===== src/rtl/psum_mc_router_if.sv =====
// rtl/psum_mc_router_if.sv - psum handshake bundle between bus controller, upstream PE, router and PE
//
// Signals:
//   bus_data_in/valid/ready          psum from the global psum bus
//   last_pe_data_in/valid/ready      psum from the upstream PE chain
//   pe_psum_in/pe_psum_in_en/pe_psum_rdy  FIFO head towards the PE accumulator
// Modports:
//   slave  - router side
//   master - environment side (bus controller, upstream PE, PE)

interface psum_mc_router_if #(
    parameter int DATA_WIDTH = 16
);
    logic        [DATA_WIDTH-1:0] bus_data_in;
    logic                         bus_data_valid;
    logic                         bus_data_ready;
    logic        [DATA_WIDTH-1:0] last_pe_data_in;
    logic                         last_pe_data_valid;
    logic                         last_pe_data_ready;
    logic signed [DATA_WIDTH-1:0] pe_psum_in;
    logic                         pe_psum_in_en;
    logic                         pe_psum_rdy;

    modport slave (
        input  bus_data_in, bus_data_valid,
        input  last_pe_data_in, last_pe_data_valid,
        input  pe_psum_rdy,
        output bus_data_ready, last_pe_data_ready,
        output pe_psum_in, pe_psum_in_en
    );

    modport master (
        output bus_data_in, bus_data_valid,
        output last_pe_data_in, last_pe_data_valid,
        output pe_psum_rdy,
        input  bus_data_ready, last_pe_data_ready,
        input  pe_psum_in, pe_psum_in_en
    );
endinterface


===== src/rtl/psum_mc_router.sv =====
// rtl/psum_mc_router.sv - buffered psum input router for one PE (bus or upstream chain into a FIFO)
//
// Ports:
//   clk, rst_n        clock, asynchronous active-low reset
//   config_state, ce  configuration phase / write enable; a write latches dest_id and flushes
//   source_id         ID currently broadcast on the psum bus
//   dest_id           configured ID {match_id, chain_sel}
//   pe_mac_finish     PE MAC finished
//   pe_ready          request to the bus controller (match && finish && !full)
//   fifo_level        FIFO occupancy
//   drop_cnt          saturating count of cycles a selected source was stalled by a full FIFO
//   bus               psum_mc_router_if.slave handshake bundle
// Options:
//   PSUM_MC_ROUTER_DROP_CNT_EN  builds the stall counter; otherwise drop_cnt is tied to 0

module psum_mc_router #(
    parameter int DATA_WIDTH = 16,
    parameter int ID_WIDTH   = 8,
    parameter int FIFO_DEPTH = 4,
    parameter int CNT_WIDTH  = 16
) (
    input  logic                          clk,
    input  logic                          rst_n,
    input  logic                          config_state,
    input  logic                          ce,
    input  logic [ID_WIDTH-1:0]           source_id,
    input  logic [ID_WIDTH-1:0]           dest_id,
    input  logic                          pe_mac_finish,
    output logic                          pe_ready,
    output logic [$clog2(FIFO_DEPTH):0]   fifo_level,
    output logic [CNT_WIDTH-1:0]          drop_cnt,
    psum_mc_router_if.slave               bus
);
    localparam int PTR_W = $clog2(FIFO_DEPTH);
    localparam int LVL_W = PTR_W + 1;

    logic        [ID_WIDTH-1:0]   stored_id;
    logic signed [DATA_WIDTH-1:0] mem [FIFO_DEPTH];
    logic        [PTR_W-1:0]      wr_ptr;
    logic        [PTR_W-1:0]      rd_ptr;
    logic        [LVL_W-1:0]      level;

    logic                  match;
    logic                  chain;
    logic                  full;
    logic                  empty;
    logic                  push;
    logic                  pop;
    logic                  cfg_wr;
    logic [DATA_WIDTH-1:0] push_data;

    assign cfg_wr = config_state && ce;
    assign match  = ({1'b0, stored_id[ID_WIDTH-1:1]} == source_id);
    assign chain  = stored_id[0];
    assign full   = (level == LVL_W'(FIFO_DEPTH));
    assign empty  = (level == '0);

    // Readiness depends only on registered level, never on pe_psum_rdy, so a
    // pop in a full cycle frees a slot only from the following cycle.
    assign bus.last_pe_data_ready = !config_state && chain && !full;
    assign bus.bus_data_ready     = !config_state && !chain && match && !full;

    assign push = chain ? (bus.last_pe_data_valid && bus.last_pe_data_ready)
                        : (bus.bus_data_valid && bus.bus_data_ready);
    assign push_data = chain ? bus.last_pe_data_in : bus.bus_data_in;
    assign pop  = !empty && bus.pe_psum_rdy;

    assign pe_ready          = match && pe_mac_finish && !full;
    assign fifo_level        = level;
    assign bus.pe_psum_in_en = !empty;
    assign bus.pe_psum_in    = empty ? '0 : mem[rd_ptr];

    always_ff @(posedge clk or negedge rst_n) begin
        if (!rst_n) begin
            stored_id <= '0;
            wr_ptr    <= '0;
            rd_ptr    <= '0;
            level     <= '0;
        end else if (cfg_wr) begin
            // A config write discards whatever is still queued.
            stored_id <= dest_id;
            wr_ptr    <= '0;
            rd_ptr    <= '0;
            level     <= '0;
        end else begin
            if (push) wr_ptr <= wr_ptr + 1'b1;
            if (pop)  rd_ptr <= rd_ptr + 1'b1;
            case ({push, pop})
                2'b10:   level <= level + 1'b1;
                2'b01:   level <= level - 1'b1;
                default: level <= level;
            endcase
        end
    end

    // Storage needs no reset: empty entries are never presented.
    always_ff @(posedge clk) begin
        if (push && !cfg_wr) mem[wr_ptr] <= push_data;
    end

`ifdef PSUM_MC_ROUTER_DROP_CNT_EN
    logic stall;

    // Count only stalls caused by a full FIFO, not the config-phase gating.
    assign stall = !config_state && full &&
                   (chain ? bus.last_pe_data_valid : (match && bus.bus_data_valid));

    always_ff @(posedge clk or negedge rst_n) begin
        if (!rst_n) begin
            drop_cnt <= '0;
        end else if (cfg_wr) begin
            drop_cnt <= '0;
        end else if (stall && (drop_cnt != '1)) begin
            drop_cnt <= drop_cnt + 1'b1;
        end
    end
`else
    assign drop_cnt = '0;
`endif

endmodule


===== src/flat_wrapper.sv =====
// flat-port wrapper written by rule: the top's interface ports become plain ports
module psum_mc_router_flat 
#(
    parameter int DATA_WIDTH = 16,
    parameter int ID_WIDTH   = 8,
    parameter int FIFO_DEPTH = 4,
    parameter int CNT_WIDTH  = 16
)
  (clk, rst_n, config_state, ce, source_id, dest_id, pe_mac_finish, pe_ready, fifo_level, drop_cnt, bus_bus_data_in, bus_bus_data_valid, bus_last_pe_data_in, bus_last_pe_data_valid, bus_pe_psum_rdy, bus_bus_data_ready, bus_last_pe_data_ready, bus_pe_psum_in, bus_pe_psum_in_en);
  psum_mc_router_if #(.DATA_WIDTH(DATA_WIDTH)) bus_i ();
  input  logic clk;
  input  logic rst_n;
  input  logic config_state;
  input  logic ce;
  input  logic [ID_WIDTH-1:0] source_id;
  input  logic [ID_WIDTH-1:0] dest_id;
  input  logic pe_mac_finish;
  output logic pe_ready;
  output logic [$clog2(FIFO_DEPTH):0] fifo_level;
  output logic [CNT_WIDTH-1:0] drop_cnt;
  input wire logic [$bits(bus_i.bus_data_in)-1:0] bus_bus_data_in;
  input wire logic [$bits(bus_i.bus_data_valid)-1:0] bus_bus_data_valid;
  input wire logic [$bits(bus_i.last_pe_data_in)-1:0] bus_last_pe_data_in;
  input wire logic [$bits(bus_i.last_pe_data_valid)-1:0] bus_last_pe_data_valid;
  input wire logic [$bits(bus_i.pe_psum_rdy)-1:0] bus_pe_psum_rdy;
  output wire logic [$bits(bus_i.bus_data_ready)-1:0] bus_bus_data_ready;
  output wire logic [$bits(bus_i.last_pe_data_ready)-1:0] bus_last_pe_data_ready;
  output wire logic [$bits(bus_i.pe_psum_in)-1:0] bus_pe_psum_in;
  output wire logic [$bits(bus_i.pe_psum_in_en)-1:0] bus_pe_psum_in_en;
  assign bus_i.bus_data_in = bus_bus_data_in;
  assign bus_i.bus_data_valid = bus_bus_data_valid;
  assign bus_i.last_pe_data_in = bus_last_pe_data_in;
  assign bus_i.last_pe_data_valid = bus_last_pe_data_valid;
  assign bus_i.pe_psum_rdy = bus_pe_psum_rdy;
  assign bus_bus_data_ready = bus_i.bus_data_ready;
  assign bus_last_pe_data_ready = bus_i.last_pe_data_ready;
  assign bus_pe_psum_in = bus_i.pe_psum_in;
  assign bus_pe_psum_in_en = bus_i.pe_psum_in_en;
  psum_mc_router #(.DATA_WIDTH(DATA_WIDTH), .ID_WIDTH(ID_WIDTH), .FIFO_DEPTH(FIFO_DEPTH), .CNT_WIDTH(CNT_WIDTH)) u_core (.clk(clk), .rst_n(rst_n), .config_state(config_state), .ce(ce), .source_id(source_id), .dest_id(dest_id), .pe_mac_finish(pe_mac_finish), .pe_ready(pe_ready), .fifo_level(fifo_level), .drop_cnt(drop_cnt), .bus(bus_i));
endmodule

===== config.mk =====
export PLATFORM = sky130hd
export DESIGN_NAME = psum_mc_router_flat
export DESIGN_NICKNAME = d
export VERILOG_FILES = /design/src/rtl/psum_mc_router_if.sv /design/src/rtl/psum_mc_router.sv /design/src/flat_wrapper.sv
export SDC_FILE = /design/constraint.sdc
export NUM_CORES = 1
export LEC_CHECK = 0
export ABC_CLOCK_PERIOD_IN_PS = 4800
export BUFFER_PORTS_ARGS = -buffer_cell sky130_fd_sc_hd__buf_2
export CELL_PAD_IN_SITES_DETAIL_PLACEMENT = 0
export CELL_PAD_IN_SITES_GLOBAL_PLACEMENT = 1
export CORE_AREA = 2 2 92 94
export DETAILED_ROUTE_END_ITERATION = 10
export DIE_AREA = 0 0 94 96
export PLACE_DENSITY = 0.81
export SLEW_MARGIN = 0
export SYNTH_ARGS = -nofsm -noshare
export SYNTH_HDL_FRONTEND = slang
export SYNTH_SLANG_ARGS = --single-unit

===== constraint.sdc =====
create_clock -name clk -period 4.8 [get_ports clk]
set_input_delay 0.24 -clock clk [delete_from_list [all_inputs] [get_ports clk]]
set_output_delay 0.24 -clock clk [all_outputs]
set_load 0.02 [all_outputs]

Word-level counts from Yosys, hierarchy flattened
Memory sizes are Yosys's and may differ from the RTL's.
Index checks and enable logic that the tools add are counted.
- memories kept: 1
- input port bits: 56
- bits in writable memories: 64
- register bits: 15
- memories (name ; words ; width ; rd ports ; clocked after Yosys merged registers in ; wr ports ; line ; source):
    u_core.mem ; 4 ; 16 ; 1 ; 0 ; 1 ; psum_mc_router.sv:38 ; logic signed [DATA_WIDTH-1:0] mem [FIFO_DEPTH];
- muxes and demuxes: 11
- add/subtract/negate cells: 4
- reduce and logical (&&, ||, !) cells: 21
- equality and inequality tests: 4
- operators with widths (cell ; count):
    16-bit two-way mux ; 2
    1-bit logical AND ; 12
    7-bit by 8-bit == test with 1-bit output ; 1
    2-bit two-way mux ; 4
    3-bit one-hot mux with 2 select lines ; 1
    1-bit zero test ; 5
    2-bit by 1-bit adder with 2-bit output, second input constant ; 2
    2-bit nonzero test ; 2
    3-bit by 1-bit adder with 3-bit output, second input constant ; 1
    3-bit == test, second input constant ; 1
    3-bit zero test ; 1
    1-bit two-way mux ; 3
    3-bit two-way mux ; 1
    3-bit nonzero test ; 1
    3-bit by 1-bit subtractor with 3-bit output, second input constant ; 1
    2-bit by 1-bit == test with 1-bit output, second input constant ; 1
    2-bit == test, second input constant ; 1

Logic depth before layout (Yosys ltp)
Gate-level depths: netlist of the first run.
- depth after elaboration: 9
- mapped depth: 10

Worst setup path after synthesis of the first run
OpenSTA, ideal clock, no wires.
- path kind: reg2reg
- start: register u_core.level[0] (netlist: u_core.fifo_level[0])
- end: register u_core.level[2] (netlist: u_core.fifo_level[2])
- data arrival time: 2490 ps
- path buffers: 0
- setup slack: 2232 ps
- required time: 4722 ps
- cell stages (with the launch flop): 11
- cells stage by stage: dfrtp_1 -> nor2_1 -> a21oi_1 -> and2_1 -> o2bb2ai_4 -> inv_1 -> ha_1 -> fa_1 -> xnor2_1 -> or3_1 -> a21oi_1
- longest elaborated chain between the ends: 8
- elaborated cells between the ends (all ways): 17
- ends and longest elaborated chain (item ; line ; source):
    start, declared ; psum_mc_router.sv:41 ; logic [LVL_W-1:0] level;
    start signal, assigned ; psum_mc_router.sv:89 ; 2'b10: level <= level + 1'b1;
    start signal, assigned ; psum_mc_router.sv:90 ; 2'b01: level <= level - 1'b1;
    start signal, assigned ; psum_mc_router.sv:91 ; default: level <= level;
    3-bit == test * ; psum_mc_router.sv:55 ; assign full = (level == LVL_W'(FIFO_DEPTH));
    1-bit zero test * ; psum_mc_router.sv:60 ; assign bus.last_pe_data_ready = !config_state && chain && !full;
    1-bit logical AND * ; psum_mc_router.sv:60 ;
    named net bus_last_pe_data_ready ; flat_wrapper.sv:27 ; output wire logic [$bits(bus_i.last_pe_data_ready)-1:0] bus_last_pe_data_ready;
    1-bit logical AND * ; psum_mc_router.sv:63 ; assign push = chain ? (bus.last_pe_data_valid && bus.last_pe_data_ready)
    1-bit two-way mux * ; psum_mc_router.sv:63 ;
    2-bit by 1-bit == test with 1-bit output or 2-bit == test (tied branches) ; psum_mc_router.sv:88 ; case ({push, pop})
    3-bit one-hot mux with 2 select lines ; psum_mc_router.sv:88 ;
    3-bit two-way mux ; psum_mc_router.sv:79 ; end else if (cfg_wr) begin
The timed path passes the listed nets; every way through them passes the cells marked *.
A chain may end at the register's enable or synchronous reset.

Final worst setup path of the first run
- start: register u_core.stored_id[7]
- end: register u_core.level[2] (netlist: u_core.fifo_level[2])
- longest elaborated chain between the ends: 8
- elaborated cells between the ends (all ways): 10
- ends and longest elaborated chain (item ; line ; source):
    start, declared ; psum_mc_router.sv:37 ; logic [ID_WIDTH-1:0] stored_id;
    start signal, assigned ; psum_mc_router.sv:81 ; stored_id <= dest_id;
    7-bit by 8-bit == test with 1-bit output * ; psum_mc_router.sv:53 ; assign match = ({1'b0, stored_id[ID_WIDTH-1:1]} == source_id);
    1-bit logical AND * (2 in series) ; psum_mc_router.sv:61 ; assign bus.bus_data_ready = !config_state && !chain && match && !full;
    1-bit logical AND * ; psum_mc_router.sv:64 ; : (bus.bus_data_valid && bus.bus_data_ready);
    1-bit two-way mux * ; psum_mc_router.sv:63 ;
    2-bit by 1-bit == test with 1-bit output or 2-bit == test (tied branches) ; psum_mc_router.sv:88 ;
    3-bit one-hot mux with 2 select lines ; psum_mc_router.sv:88 ;
    3-bit two-way mux ; psum_mc_router.sv:79 ;
Every way passes the cells marked *; elsewhere a longest branch is shown, timed or not.

==> key figures, run 1 <==
Status
  • Status: finished clean

Route
  • Detailed-route via count: 2008
  • Routed Antenna Nets: 0
  • Number of remaining DRC errors: 0
  • DR WL/cell: 14.90 um
  • Drt pass-1 iters: 4
  • Initial DRC Count: 97
  • Vias/cell: 4.781
  • Final WL: 6256 um

Yosys
  • Top cell type's share of synthesized area: 52.95%
  • Post-Syn Instances: 231
  • Largest area contributor in the synthesized netlist: edfxtp_1
  • Sequential element share of the synthesized area: 63.29%
  • Synthesis Warnings: 0
  • Avg Cell Area, Syn: 15.71 um^2
  • Main area contributors after synthesis: edfxtp_1 53%, dfrtp_1 10%, mux4_2 9.9%
  • Yosys cell types: 31
  • Mapped Area: 0.003630 mm^2
  • Synth Register Bits: 79

Setup path
  • Arr. time, crit path: 2.95 ns
  • Setup crit end kind: flip-flop
  • Critical path class: flip-flop to flip-flop
  • Crit start category: flip-flop
  • CP max FO: 7
  • Critical Path RT: 5.05 ns

Clock tree
  • Post-CTS Setup Inserts: 0
  • CTS Buffer Depth: 2
  • Reg clk slew, reported paths: 0.07 ns
  • TritonCTS clock tree: built
  • Worst-skew pair later-pin latency: 0.34 ns
  • Clock sink count: 79
  • Num CTS Buffers: 9
  • Htree depth: 3
  • Clk root buf: clkbuf_8

Timing
  • Final hold vios: 0
  • Tcrit/Tclk final: 56.27%
  • Final Critical Period: 2.701 ns
  • Layout Skew: 0.005932 ns
  • RSZ-0062 raised after global routing: false
  • Final setup viols: 0
  • Least-Margin Pin Slew: 1.091 ns
  • Normalized max-slew margin: 27.29%
  • Slew Limit Fails: 0
  • Total negative slack: 0 ns
  • Fmax achieved: 0.3703 GHz

GRT
  • Largest net degree at the start of global routing: 21
  • GR Overflow Total: 0
  • Initial antenna violation count: 0
  • Global-route wire length before repair: 10140 um
  • All-Layer GR Usage: 15.25%
  • Number of global-route vias before repair: 2050

Final layout
  • Fin nets: 373
  • Post-route insts no fill: 420
  • Area Growth Syn to Fin: 17.55%
  • Layout cell share with drive strength beyond 1: 41.90%
  • ANT cells: 0

Pwr
  • IR drop worst, VDD: 0.1892 mV
  • Clk pwr share: 25.5%
  • Register share of total power: 44.0%
  • Leakage: 1.699 nW
  • Switching pwr: 0.6456 mW
  • PwrDens: 473.5 mW/mm^2
  • Sw frac: 31.95%
  • Gate power share: 30.5%
  • Int Pwr: 1.375 mW

Floorplan
  • Die height: 96 um
  • Core area: 0.008051 mm^2
  • Cell Rows: 33
  • Die ar.: 0.009024 mm^2
  • Ports: 95
  • Die X: 94 um
  • Initial Util: 45.08%

Placed design
  • IO Port Bufs: 78
  • Dpl cells: 404
  • Post-DP HPWL: 4201 um
  • GPL Wtd Cong: 0.7915

Run
  • Max-cap violations: 0

Hold path
  • Hold Crit Class: input pin to flip-flop
==> power groups by stage <==
| stage | sequential, mW | combinational (mW) | clock (mW) |
|---|---|---|---|
| finish | 0.889 | 0.616 | 0.516 |
| CTS | 0.893 | 0.629 | 0.527 |
| global route | 0.906 | 0.682 | 0.558 |
| floorplan | 0.850 | 0.505 | 0 |
| detailed placement | 0.907 | 0.626 | 0 |
| global placement | 0.903 | 0.619 | 0 |
==> final cells by class <==
class                           instances  area [um^2]
Sequential cell                        79         2297
Timing Repair Buffer                   79        400.4
Clock inverter                          6        86.33
Inverter                                4        15.01
Fill cell                             694         3785
Tap cell                              105        131.4
Multi-Input combinational cell        138         1212
Clock buffer                            9        123.9
==> repair_timing <==
item / 4_1_cts / 5_1_grt
gates resized for setup: 0 / 0
hold buffers: 1 / 0
hold endpoints to repair: 15 / 0
==> worst paths after layout <==
| path | start | slack, ns | to | cells after the start |
|---|---|---|---|---|
| min | dest_id[3] | 0.09 | u_core.stored_id[3] | 3 |
| min reg2reg | u_core.stored_id[2] | 0.50 | u_core.stored_id[2] | 2 |
| max | u_core.stored_id[7] | 2.10 | u_core.fifo_level[2] | 10 |
| max reg2reg | u_core.stored_id[7] | 2.10 | u_core.fifo_level[2] | 10 |
| max in group asynchronous | rst_n | 4.18 | u_core.wr_ptr[1] | 2 |
| min in group asynchronous | rst_n | 0.35 | u_core.stored_id[5] | 2 |
==> per-stage QoR <==
step	hold slack (ns)	worst slack (ns)	util, %	power [mW]	area [um^2]
3_5_place_dp	0.1831	2.043	50.26	1.534	4046
4_1_cts	0.07852	2.022	52.99	2.049	4267
5_1_grt	0.08948	1.878	52.99	2.147	4267
3_3_place_gp	0.1721	2.103	50.26	1.522	4046
6_report	0.09121	2.099	52.99	2.020	4267
2_1_floorplan	-0.05559	2.232	-	1.355	3686
==> Yosys cell counts (all sizes together) <==
| cell type | count |
|---|---|
| dfrtp | 15 |
| conb | 1 |
| nand4 | 1 |
| nand3b | 1 |
| nor3b | 1 |
| xor2 | 6 |
| fa | 1 |
| or3 | 2 |
| o21ai | 1 |
| nand2 | 29 |
| o2bb2ai | 1 |
| xnor2 | 4 |
| nor3 | 1 |
| a21oi | 2 |
| nor2 | 7 |
| mux2 | 17 |
| mux2i | 2 |
| mux4 | 16 |
| clkbuf | 4 |
| inv | 4 |
| buf | 21 |
| and2b | 1 |
| ha | 5 |
| edfxtp | 64 |
| and2 | 23 |
| a2111oi | 1 |
==> sequential cells by signal (all words and copies together), names as in the netlist <==
signal and flops:
u_core.fifo_level 3, u_core.rd_ptr 2, u_core.mem 64, u_core.stored_id 8, u_core.wr_ptr 2
==> worst max-delay path, cell delays in order, from the launching register on <==
cell       delay (ns)
dfrtp_1          0.39
xor2_1           0.18
a2111oi_4        0.35
nand4_2          0.19
o2bb2ai_4        0.24
inv_1            0.07
ha_1             0.22
fa_1             0.39
xnor2_1          0.15
or3_1            0.30
a21oi_1          0.14
==> logic make-up (layout without fill, tap and decap cells) <==
group / Yosys count / in the layout / synth area share [%]
and+or+nand+nor: 66 / 66 / 9.273
other: 1 / 16 / 0.1033
muxes: 35 / 35 / 15.86
AOI/OAI and AO/OA: 5 / 5 / 1.930
buffers and inverters: 29 / 98 / 4.860
adders and majority gates: 6 / 6 / 2.275
xor gates and xnor gates: 10 / 10 / 2.413
DFF: 79 / 79 / 63.29
==> cell usage in the layout, fill, tap and decap left out <==
| cell | count |
|---|---|
| a2111oi_4 | 1 |
| a21oi_1 | 2 |
| and2_0 | 1 |
| and2_1 | 18 |
| and2_2 | 4 |
| and2b_1 | 1 |
| buf_2 | 78 |
| bufinv_16 | 2 |
| clkbuf_8 | 9 |
| clkinv_1 | 1 |
| clkinv_2 | 1 |
| clkinv_4 | 2 |
| conb_1 | 16 |
| dfrtp_1 | 15 |
| dlygate4sd3_1 | 1 |
| edfxtp_1 | 64 |
| fa_1 | 1 |
| ha_1 | 5 |
| inv_1 | 4 |
| mux2_2 | 16 |
| mux2_4 | 1 |
| mux2i_1 | 2 |
| mux4_2 | 16 |
| nand2_1 | 29 |
| nand3b_1 | 1 |
| nand4_2 | 1 |
| nor2_1 | 7 |
| nor3_1 | 1 |
| nor3b_1 | 1 |
| o21ai_0 | 1 |
| o2bb2ai_4 | 1 |
| or3_1 | 2 |
| xnor2_1 | 4 |
| xor2_1 | 6 |
==> layer usage <==
metal / global-route usage [%] / routed length [um] / vias to the layer above / part of all wire (%)
met5: 0 / 0 / - / 0
met4: 6.522 / 76 / 0 / 1.2
met3: 4.307 / 455 / 7 / 7.3
met2: 26.67 / 3126 / 66 / 50
met1: 17.67 / 2598 / 969 / 42
li1: - / - / 966 / -
Power figures use the tool's default switching activity.
==> run 2: changes to the inputs <==
--- a/config.mk
+++ b/config.mk
@@ -5,14 +5,14 @@
 export SDC_FILE = /design/constraint.sdc
 export NUM_CORES = 1
 export LEC_CHECK = 0
-export ABC_CLOCK_PERIOD_IN_PS = 4800
+export ABC_CLOCK_PERIOD_IN_PS = 2700
 export BUFFER_PORTS_ARGS = -buffer_cell sky130_fd_sc_hd__buf_2
 export CELL_PAD_IN_SITES_DETAIL_PLACEMENT = 0
 export CELL_PAD_IN_SITES_GLOBAL_PLACEMENT = 1
-export CORE_AREA = 2 2 92 94
+export CORE_AREA = 2 2 95 97
 export DETAILED_ROUTE_END_ITERATION = 10
-export DIE_AREA = 0 0 94 96
-export PLACE_DENSITY = 0.81
+export DIE_AREA = 0 0 97 99
+export PLACE_DENSITY = 0.77
 export SLEW_MARGIN = 0
 export SYNTH_ARGS = -nofsm -noshare
 export SYNTH_HDL_FRONTEND = slang
==> constraint.sdc (replaced) <==
create_clock -name clk -period 2.7 [get_ports clk]
set_input_delay 0.135 -clock clk [delete_from_list [all_inputs] [get_ports clk]]
set_output_delay 0.135 -clock clk [all_outputs]
set_load 0.02 [all_outputs]
==> run 2 against run 1 <==
Effect of this change: sequential cell count unchanged; sequential power grew 71%; cell count rose by 3.8%; via count rose by 2.2%; global-route usage down 0.79 points; die area increased by 6.4%; total power grew 76%; largest power group unchanged; clock skew about the same; clock power increased by 59%; first-iteration DRC count rose by 4.1%; worst hold slack improved by 0.047 ns; combinational power grew 96%.
==> key figures, run 2 (synthesized netlist as in run 1, its figures left out) <==
Status
  • Status: finished clean

Setup path
  • CP top delay family: compound AO/OA/AOI/OAI gates
  • Crit path buffers/inverters: 1 (unchanged)
  • R2R Setup Slk: 0.16 ns (-1.94 ns)
  • Crit start category: flip-flop
  • Critical path class: flip-flop to flip-flop
  • Setup crit end kind: flip-flop
  • R2R Path Start: u_core.stored_id[2]
  • Critical Path RT: 2.96 ns (-2.09 ns)
  • Worst path max stage delay: 0.40 ns (about the same)
  • CP max FO: 3 (-4)
  • CP Cell Sequence: xor2_1 > a2111oi_4 > nand4_2 > o2bb2ai_4 > inv_1 > ha_2 > fa_1 > xnor2_1 > or3_1 > a21oi_1
  • Arr. time, crit path: 2.80 ns (-0.15 ns)
  • Origin of the worst setup path: u_core.stored_id[2]
  • Crit-path slowest cell: dfrtp_1

Timing
  • Final setup viols: 0 (unchanged)
  • Normalized max-slew margin: 47.57% (+20 points)
  • Total negative slack: 0 ns (unchanged)
  • Final Critical Period: 2.536 ns (-0.1650 ns)
  • Least-Margin Pin Slew: 0.7860 ns (-0.3047 ns)
  • Final hold vios: 0 (unchanged)
  • Final Hold Slack: 0.1382 ns (+0.04699 ns)
  • Layout Skew: 0.006152 ns (+0.0002209 ns)
  • Fmax achieved: 0.3944 GHz (+6.5%)
  • Tcrit/Tclk final: 93.92% (+38 points)
  • Slew Limit Fails: 0 (unchanged)
  • RSZ-0062 raised after global routing: false
  • Final worst slack: 0.1642 ns (-1.935 ns)

Final layout
  • ANT cells: 0 (unchanged)
  • Register with the most flip-flops: u_core.mem
  • FF+latch area: 0.002297 mm^2 (unchanged)
  • Multi-input gate area: 0.001215 mm^2 (+0.21%)
  • Most frequent cells in the layout: 78 x buf_2, 64 x edfxtp_1, 29 x nand2_1, 18 x and2_1
  • Fin nets: 385 (+3.2%)
  • Max reg flops: 64 (unchanged)
  • Commonest non-fill, non-tap cell in the layout: buf_2
  • Area Growth Syn to Fin: 20.37%
  • # fillers: 742 (+6.9%)
  • Layout cell share with drive strength beyond 1: 42.38% (+0.47 points)

Route
  • DR WL/cell: 14.95 um (+0.35%)
  • Number of remaining DRC errors: 0 (unchanged)
  • Initial DRC Count: 101 (+4.1%)
  • Vias/cell: 4.706 (-1.6%)
  • Detailed-route via count: 2052 (+2.2%)
  • Routed Antenna Nets: 0 (unchanged)
  • Final WL: 6517 um (+4.2%)
  • Drt pass-1 iters: 6 (+2)

Placed design
  • Placement Setup Slack: 0.1327 ns (-1.910 ns)
  • IO Port Bufs: 78 (unchanged)
  • GPL Wtd Cong: 0.7045 (-11%)
  • Post-DP HPWL: 4412 um (+5.0%)

Floorplan
  • Initial Util: 42.45% (-2.6 points)
  • Die ar.: 0.009603 mm^2 (+6.4%)
  • Core area: 0.008551 mm^2 (+6.2%)
  • Die height: 99 um (+3.1%)
  • Cell Rows: 34 (+3.0%)
  • Die X: 97 um (+3.2%)
  • Ports: 95 (unchanged)

Clock tree
  • CTS Buffer Depth: 2 (unchanged)
  • Num CTS Buffers: 9 (unchanged)
  • Post-CTS Setup Inserts: 0 (unchanged)
  • Worst-skew pair later-pin latency: 0.35 ns (about the same)
  • Clk root buf: clkbuf_8
  • TritonCTS clock tree: built
  • Htree depth: 3 (unchanged)
  • Reg clk slew, reported paths: 0.09 ns (+0.02 ns)
  • Clock sink count: 79 (unchanged)

GRT
  • Global-route wire length before repair: 10450 um (+3.1%)
  • Initial antenna violation count: 0 (unchanged)
  • Largest net degree at the start of global routing: 18 (-14%)
  • Number of global-route vias before repair: 2173 (+6.0%)
  • GR Overflow Total: 0 (unchanged)
  • All-Layer GR Usage: 14.46% (-0.79 points)

Pwr
  • Leakage: 1.737 nW (+2.2%)
  • IR drop worst, VDD: 0.3402 mV (+80%)
  • PwrDens: 813.6 mW/mm^2 (+72%)

Hold path
  • Min-Delay Startpoint: bus_bus_data_in[8]
  • Hold Crit Class: input pin to flip-flop

Run
  • Max-cap violations: 0 (unchanged)
[run 2: per-stage QoR]
step / util, % / instances / power, mW / instance area [um^2]
final: 51.10 / 436 / 3.555 / 4369
after global routing: 51.10 / 436 / 3.761 / 4369
after CTS: 51.07 / 436 / 3.605 / 4367
after detailed placement: 47.86 / 411 / 2.778 / 4093
after global placement: 47.86 / 411 / 2.762 / 4093
after floorplan: - / 246 / 2.408 / 3686
[run 2: worst paths after layout]
kind	cells after the start	to
worst max-delay path	10	u_core.fifo_level[2]
worst min-delay path	2	u_core.mem[2][8]
worst max register to register	10	u_core.fifo_level[2]
worst min register to register	2	u_core.stored_id[1]
max in group asynchronous	2	u_core.fifo_level[0]
min in group asynchronous	2	u_core.wr_ptr[0]
[run 2: per-layer routing]
layer	part of all wire [%]	track usage, %	vias up
met5	0	0	-
met4	1.6	7.476	0
met3	6.0	3.901	7
met2	53	25.85	67
met1	40	15.78	988
li1	-	-	990
[run 2: area by class of cell]
| cell class | instances | area share (%) |
|---|---|---|
| Clock buffer | 9 | 2.835 |
| Inverter | 4 | 0.3436 |
| Timing Repair Buffer | 91 | 11.97 |
| Tap cell | 108 | 3.093 |
| Multi-Input combinational cell | 138 | 27.81 |
| Sequential cell | 79 | 52.58 |
| Clock inverter | 7 | 1.375 |
[run 2: timing repair]
item	CTS	global route
resized for setup	0	1
endpoints found under the hold margin	23	0
endpoints found under the setup margin	0	1
hold buffers	9	0
[run 2: worst reg2reg max path: cells and delay by family (launching register included)]
| kind | cells | cell delay (ns) |
|---|---|---|
| adder cells (fa/ha/maj) | 2 | 0.55 |
| AND/OR/NAND/NOR | 2 | 0.50 |
| AO/OA/AOI/OAI | 3 | 0.64 |
| XOR/XNOR | 2 | 0.31 |
| buffers and inverters | 1 | 0.05 |
| flip-flops | 1 | 0.40 |
[run 2: power by group]
part / internal [mW] / switching (mW)
registers: 1.42 / 0.108
clock network: 0.350 / 0.468
logic: 0.565 / 0.647
total: 2.33 / 1.22
